<file path="config.mk">
export PLATFORM = sky130hd
export DESIGN_NAME = sad_tree_feeder
export DESIGN_NICKNAME = d
export VERILOG_FILES = /design/src/rtl/fme_pkg.sv /design/src/rtl/sad_tree_feeder_row_unpack.sv /design/src/rtl/sad_tree_feeder.sv
export SDC_FILE = /design/constraint.sdc
export NUM_CORES = 1
export LEC_CHECK = 0
export ABC_AREA = 1
export BUFFER_PORTS_ARGS = -buffer_cell sky130_fd_sc_hd__buf_4
export CAP_MARGIN = 30
export CORE_AREA = 2 2 248 250
export DETAILED_ROUTE_END_ITERATION = 10
export DIE_AREA = 0 0 250 252
export GPL_TIMING_DRIVEN = 1
export PLACE_DENSITY = 0.43
export SLEW_MARGIN = 20
export SYNTH_ARGS = -nofsm -noshare
export SYNTH_HDL_FRONTEND = slang
export SYNTH_SLANG_ARGS = --single-unit
</file>
<file path="constraint.sdc">
create_clock -name clock -period 2.05 [get_ports clock]
set_input_delay 0.1025 -clock clock [delete_from_list [all_inputs] [get_ports clock]]
set_output_delay 0.1025 -clock clock [all_outputs]
set_load 0.05 [all_outputs]
</file>
<file path="src/rtl/fme_pkg.sv">
// fme_pkg: shared pixel width, row geometry and feeder FSM states for the SAD tree datapath (no ports)
package fme_pkg;
    localparam int FME_DATAWIDTH = 8;
    localparam int FME_ROWS = 8;
    localparam int ORG_PIX = 8;
    localparam int CAND_PIX = 9;
    typedef enum logic [1:0] {IDLE, LOAD, FLUSH, DONE} feeder_state_t;
endpackage

</file>
<file path="src/rtl/sad_tree_feeder_row_unpack.sv">
// row_unpack: splits a packed row (pixel 0 in LSBs) into pixel buses; row_i packed row in, px_o pixel array out
module row_unpack
    import fme_pkg::*;
#(
    parameter int N = ORG_PIX,
    parameter int W = FME_DATAWIDTH
) (
    input  logic [N*W-1:0] row_i,
    output logic [W-1:0]   px_o [N]
);
    for (genvar i = 0; i < N; i++) begin : g_px
        assign px_o[i] = row_i[i*W +: W];
    end
endmodule

</file>
<file path="src/rtl/sad_tree_feeder.sv">
// sad_tree_feeder: row sequencer feeding the 12-SAD tree; optional 2D right side under SAD_FEEDER_PVSO_EN
// ports: clock/reset (sync, active-high); start/pvso block request; in_valid/in_ready row handshake with
// org_row/a_row/b_row/c_row; registered pixel outputs original_*, original_ante_*, a*/b*/c*; tree controls
// enable_left_side/enable_right_side/enable_out/sel/reset_right_sads; busy and sad_done status
module sad_tree_feeder
    import fme_pkg::*;
#(
    parameter int DATAWIDTH = FME_DATAWIDTH,
    parameter int ROWS      = FME_ROWS,
    parameter int SAD_LAT   = 1
) (
    input  logic                          clock,
    input  logic                          reset,
    input  logic                          start,
    input  logic                          pvso,
    input  logic                          in_valid,
    output logic                          in_ready,
    input  logic [ORG_PIX*DATAWIDTH-1:0]  org_row,
    input  logic [CAND_PIX*DATAWIDTH-1:0] a_row,
    input  logic [CAND_PIX*DATAWIDTH-1:0] b_row,
    input  logic [CAND_PIX*DATAWIDTH-1:0] c_row,
    output logic [DATAWIDTH-1:0]          original_0, original_1, original_2, original_3,
    output logic [DATAWIDTH-1:0]          original_4, original_5, original_6, original_7,
    output logic [DATAWIDTH-1:0]          original_ante_0, original_ante_1, original_ante_2, original_ante_3,
    output logic [DATAWIDTH-1:0]          original_ante_4, original_ante_5, original_ante_6, original_ante_7,
    output logic [DATAWIDTH-1:0]          a0, a1, a2, a3, a4, a5, a6, a7, a8,
    output logic [DATAWIDTH-1:0]          b0, b1, b2, b3, b4, b5, b6, b7, b8,
    output logic [DATAWIDTH-1:0]          c0, c1, c2, c3, c4, c5, c6, c7, c8,
    output logic                          enable_left_side,
    output logic                          enable_right_side,
    output logic                          enable_out,
    output logic                          sel,
    output logic                          reset_right_sads,
    output logic                          busy,
    output logic                          sad_done
);
`ifdef SAD_FEEDER_PVSO_EN
    localparam bit PVSO_EN = 1'b1;
`else
    localparam bit PVSO_EN = 1'b0;
`endif
    localparam int CW = $clog2(ROWS + SAD_LAT + 3);
    localparam logic [CW-1:0] R_LAST = CW'(ROWS - 1);
    localparam logic [CW-1:0] R_END  = CW'(ROWS);
    // FLUSH exits on this count, so sad_done lands SAD_LAT+2 cycles after the last row's outputs
    localparam logic [CW-1:0] F_END  = CW'(SAD_LAT + 1);

    feeder_state_t                 state_q;
    logic [CW-1:0]                 cnt_q;
    logic                          pv_q;
    logic [ORG_PIX*DATAWIDTH-1:0]  org_q, ante_q;
    logic [CAND_PIX*DATAWIDTH-1:0] a_q, b_q, c_q;
    logic [DATAWIDTH-1:0]          org_px [ORG_PIX];
    logic [DATAWIDTH-1:0]          ante_px [ORG_PIX];
    logic [DATAWIDTH-1:0]          a_px [CAND_PIX];
    logic [DATAWIDTH-1:0]          b_px [CAND_PIX];
    logic [DATAWIDTH-1:0]          c_px [CAND_PIX];
    logic                          xfer_d, last_d;

    assign xfer_d = state_q == LOAD && in_valid && in_ready;
    assign last_d = cnt_q == (pv_q ? R_END : R_LAST);

    always_ff @(posedge clock) begin
        if (reset) begin
            state_q           <= IDLE;
            cnt_q             <= '0;
            pv_q              <= 1'b0;
            in_ready          <= 1'b0;
            busy              <= 1'b0;
            sad_done          <= 1'b0;
            enable_left_side  <= 1'b0;
            enable_right_side <= 1'b0;
            enable_out        <= 1'b0;
            sel               <= 1'b0;
            reset_right_sads  <= 1'b0;
            org_q             <= '0;
            ante_q            <= '0;
            a_q               <= '0;
            b_q               <= '0;
            c_q               <= '0;
        end else begin
            enable_left_side  <= 1'b0;
            enable_right_side <= 1'b0;
            enable_out        <= 1'b0;
            sel               <= 1'b0;
            reset_right_sads  <= 1'b0;
            sad_done          <= 1'b0;
            if (xfer_d) begin
                // row ROWS exists only in 2D mode and carries candidates only
                enable_left_side  <= cnt_q != R_END;
                enable_right_side <= pv_q && cnt_q != '0;
                sel               <= cnt_q == '0;
                enable_out        <= cnt_q == R_LAST;
                reset_right_sads  <= pv_q && cnt_q == '0;
                if (cnt_q != R_END) org_q <= org_row;
                ante_q            <= PVSO_EN ? org_q : '0;
                a_q               <= a_row;
                b_q               <= b_row;
                c_q               <= c_row;
            end
            case (state_q)
                IDLE: if (start) begin
                    state_q  <= LOAD;
                    cnt_q    <= '0;
                    pv_q     <= pvso && PVSO_EN;
                    in_ready <= 1'b1;
                    busy     <= 1'b1;
                end
                LOAD: if (xfer_d) begin
                    if (last_d) begin
                        state_q  <= FLUSH;
                        cnt_q    <= '0;
                        in_ready <= 1'b0;
                    end else cnt_q <= cnt_q + 1'b1;
                end
                FLUSH: if (cnt_q == F_END) begin
                    state_q  <= DONE;
                    cnt_q    <= '0;
                    sad_done <= 1'b1;
                end else cnt_q <= cnt_q + 1'b1;
                default: begin
                    state_q <= IDLE;
                    busy    <= 1'b0;
                end
            endcase
        end
    end

    row_unpack #(.N(ORG_PIX),  .W(DATAWIDTH)) u_org  (.row_i(org_q),  .px_o(org_px));
    row_unpack #(.N(ORG_PIX),  .W(DATAWIDTH)) u_ante (.row_i(ante_q), .px_o(ante_px));
    row_unpack #(.N(CAND_PIX), .W(DATAWIDTH)) u_a    (.row_i(a_q),    .px_o(a_px));
    row_unpack #(.N(CAND_PIX), .W(DATAWIDTH)) u_b    (.row_i(b_q),    .px_o(b_px));
    row_unpack #(.N(CAND_PIX), .W(DATAWIDTH)) u_c    (.row_i(c_q),    .px_o(c_px));

    assign original_0 = org_px[0];
    assign original_1 = org_px[1];
    assign original_2 = org_px[2];
    assign original_3 = org_px[3];
    assign original_4 = org_px[4];
    assign original_5 = org_px[5];
    assign original_6 = org_px[6];
    assign original_7 = org_px[7];
    assign original_ante_0 = ante_px[0];
    assign original_ante_1 = ante_px[1];
    assign original_ante_2 = ante_px[2];
    assign original_ante_3 = ante_px[3];
    assign original_ante_4 = ante_px[4];
    assign original_ante_5 = ante_px[5];
    assign original_ante_6 = ante_px[6];
    assign original_ante_7 = ante_px[7];
    assign a0 = a_px[0];
    assign a1 = a_px[1];
    assign a2 = a_px[2];
    assign a3 = a_px[3];
    assign a4 = a_px[4];
    assign a5 = a_px[5];
    assign a6 = a_px[6];
    assign a7 = a_px[7];
    assign a8 = a_px[8];
    assign b0 = b_px[0];
    assign b1 = b_px[1];
    assign b2 = b_px[2];
    assign b3 = b_px[3];
    assign b4 = b_px[4];
    assign b5 = b_px[5];
    assign b6 = b_px[6];
    assign b7 = b_px[7];
    assign b8 = b_px[8];
    assign c0 = c_px[0];
    assign c1 = c_px[1];
    assign c2 = c_px[2];
    assign c3 = c_px[3];
    assign c4 = c_px[4];
    assign c5 = c_px[5];
    assign c6 = c_px[6];
    assign c7 = c_px[7];
    assign c8 = c_px[8];
endmodule

</file>
==> results.sh <==
export IMPL_status="completed"
export IMPL_ys_seq_elements=292
export IMPL_worst_pin_slew_ns=0.6488
export IMPL_fin_crit_sh_pct=91.02
export IMPL_combPwrFrac_pct=26.7
export IMPL_yosys_area_top_type="dfxtp_1"
export IMPL_ys_flop_type="dfxtp_1"
export IMPL_finalSetupTns_ns=0
export IMPL_initial_core_util_pct=17.96
export IMPL_p_leak_nw=9.311
export IMPL_sw_frac_of_total_pct=33.14
export IMPL_dieArea_sq_um=63000
export IMPL_hpwl_um=28480
export IMPL_area_growth_syn_to_layout_pct=81.33
export IMPL_yosysTopAreaCellShare_pct=54.12
export IMPL_p_switching_mw=5.758
export IMPL_wl_per_cell_um=13.92
export IMPL_crit_type="reg2reg"
export IMPL_antenna_found_initial=0
export IMPL_syn_area_sq_um=10800
export IMPL_finalHoldViolCount=0
export IMPL_cts_buffers=36
export IMPL_ant_nets=0
export IMPL_drc=0
export IMPL_rows=90
export IMPL_synth_cell_types=22
export IMPL_arrival_ns=2.34
export IMPL_core_area_sq_um=60130
export IMPL_synth_async_reset_ratio_pct=0
export IMPL_cts_root_buf="clkbuf_16"
export IMPL_max_clock_freq_ghz=0.5359
export IMPL_clk_latency_ns=0.54
export IMPL_grt_first_pass_wirelength_um=63300
export IMPL_seqPwrFrac_pct=36.8
export IMPL_synth_area_per_cell_sq_um=7.856
export IMPL_placedCellCount=2660
export IMPL_ir_drop_uv=489.5
export IMPL_cts_path_max_buffers=3
export IMPL_cp_end_kind="flop"
export IMPL_viasPerCell=3.885
export IMPL_critPathMaxFanout=126
export IMPL_p_per_area_nw_per_um2=887.1
export IMPL_yosys_warnings=0
export IMPL_setup_viol=0
export IMPL_clkPwrFrac_pct=36.5
export IMPL_die_y_um=252
export IMPL_cts_resized=0
export IMPL_place_congestion=0.7535
export IMPL_clk_pin_slew_ns=0.06
export IMPL_min_path_type="in2reg"
export IMPL_die_x_um=250
export IMPL_track_usage_pct=12.41
export IMPL_nNetsFinal=2491
export IMPL_grt_pass1_vias=11570
export IMPL_grt_max_degree=127
export IMPL_r2r_start="state_q[1]$_SDFFE_PP0P_"
export IMPL_cp_start_kind="flop"
export IMPL_cts_sinks=292
export IMPL_synth_seq_area_share_pct=54.12
export IMPL_dr_total_vias=11670
export IMPL_io_buffers=569
export IMPL_fin_crit_ns=1.866
export IMPL_fin_cells=3003
export IMPL_rsz0062_at_grt="no"
export IMPL_maxCapViolCount=0
export IMPL_ios=637
export IMPL_clock_skew_ns=0.01683
export IMPL_drive_above_1_share_pct=29.45
export IMPL_maxSlewHeadroom_pct=56.75
export IMPL_tritoncts="yes"
export IMPL_yosys_top_cells_area="dfxtp_1, nor2_1, o21ai_0"
export IMPL_antenna_cells=0
export IMPL_synth_enable_flop_cells=0
export IMPL_slew_viol_final=0
export IMPL_p_int_mw=11.62
export IMPL_postSynthCellCount=1375
export IMPL_required_ns=2.52
export IMPL_cts_htree_levels=2
export IMPL_drt_total_wl_um=41820
export IMPL_overflow=0
export IMPL_min_delay_start="in_valid"
export IMPL_cp_startpoint="state_q[1]$_SDFFE_PP0P_"
export IMPL_drtIter0Drc=435
export IMPL_drt_pass1_iterations=5
synthesized netlist by cell type, drive strengths merged, types with 2 or more instances:
cell	count
inv	18
nand2	25
a21oi	9
dfxtp	292
ha	8
nand3	9
o21ai	282
nor2	569
nand4	2
buf	114
clkbuf	43
cells by family (layout without fill, tap and decap cells):
| logic type | Yosys count | in the layout | share of synthesized area (%) |
|---|---|---|---|
| flip-flops | 292 | 292 | 54.12 |
| adder cells (fa/ha/maj) | 8 | 8 | 0.9267 |
| AO/OA/AOI/OAI | 292 | 292 | 13.55 |
| buffers and inverters | 175 | 956 | 9.996 |
| AND/OR/NAND/NOR | 607 | 607 | 21.37 |
| other | 1 | 66 | 0.03472 |
sequential cells by signal, summed over array words and instances, names as in the netlist:
register and cells:
org_q 64, enable_left_side 1, c_q 72, in_ready 1
sel 1, cnt_q 4, a_q 72, b_q 72
sad_done 1, state_q 2, busy 1, enable_out 1
worst max-delay path, cell delays in order, from the launching register on:
cell and delay (ns):
dfxtp_1 0.33, inv_1 0.10, ha_1 0.19, inv_2 0.06
nor2_4 0.24, buf_12 0.36, o21ai_0 0.19, nor2_1 0.12
placed cells by master, fill, tap and decap left out, drive strengths merged:
cell type    instances
nor2               569
a211oi               1
bufinv               2
nor3                 1
nand3                9
inv                 20
or2                  1
clkbuf              54
o21ai              282
dfxtp              292
ha                   8
nand4                2
conb                66
buf                595
clkinv               3
nand2               25
dlygate4sd3        282
a21oi                9
final timing paths:
path | end | slack [ns] | depth (start not counted)
max | c_q[48]$_SDFFE_PP0P_ | 0.18 | 7
min | state_q[0]$_SDFFE_PP0P_ | 0.20 | 7
max reg2reg | c_q[48]$_SDFFE_PP0P_ | 0.18 | 7
min reg2reg | in_ready$_SDFFE_PP0P_ | 0.46 | 2
per-layer routing:
metal | routed length, um | part of all wire (%) | track usage [%]
met5 | 0 | 0 | 0
met4 | 1061 | 2.5 | 3.986
met3 | 3091 | 7.4 | 4.044
met2 | 20940 | 50 | 22.32
met1 | 16720 | 40 | 13.79
layout make-up:
cell class | count | area (sq um)
timing repair buffer | 877 | 7402
sequential | 292 | 5846
clock buffer | 54 | 1070
multi-input combinational | 973 | 4120
inverter | 18 | 77.57
clock inverter | 7 | 92.59
tap | 782 | 978.4
fill | 6280 | 40550
what timing repair did:
item / 4_1_cts / 5_1_grt
endpoints found under the hold margin: 288 / 0
setup buffers: 0 / 0
hold buffers: 282 / 0
power groups by stage:
stage	Combinational, mW	Sequential (mW)	Clock (mW)
2_1_floorplan	1.28	8.04	0
3_5_place_dp	4.21	6.50	0
5_1_grt	4.93	6.45	6.84
3_3_place_gp	4.21	6.49	0
6_report	4.64	6.39	6.34
4_1_cts	4.67	6.39	6.61
metrics by stage:
stage | worst slack (ns) | hold slack, ns | util, % | cell area (sq um) | power (mW)
detailed placement | 0.2279 | 0.3305 | 25.94 | 15600 | 10.72
global route | 0.007825 | 0.2291 | 32.57 | 19590 | 18.22
floorplan | 0.3689 | 0.1716 | - | 11050 | 9.313
global placement | 0.2613 | 0.3240 | 25.94 | 15600 | 10.70
CTS | 0.1993 | 0.1585 | 32.57 | 19590 | 17.67
finish | 0.1840 | 0.2026 | 32.57 | 19590 | 17.37
Power figures use the tool's default switching activity.
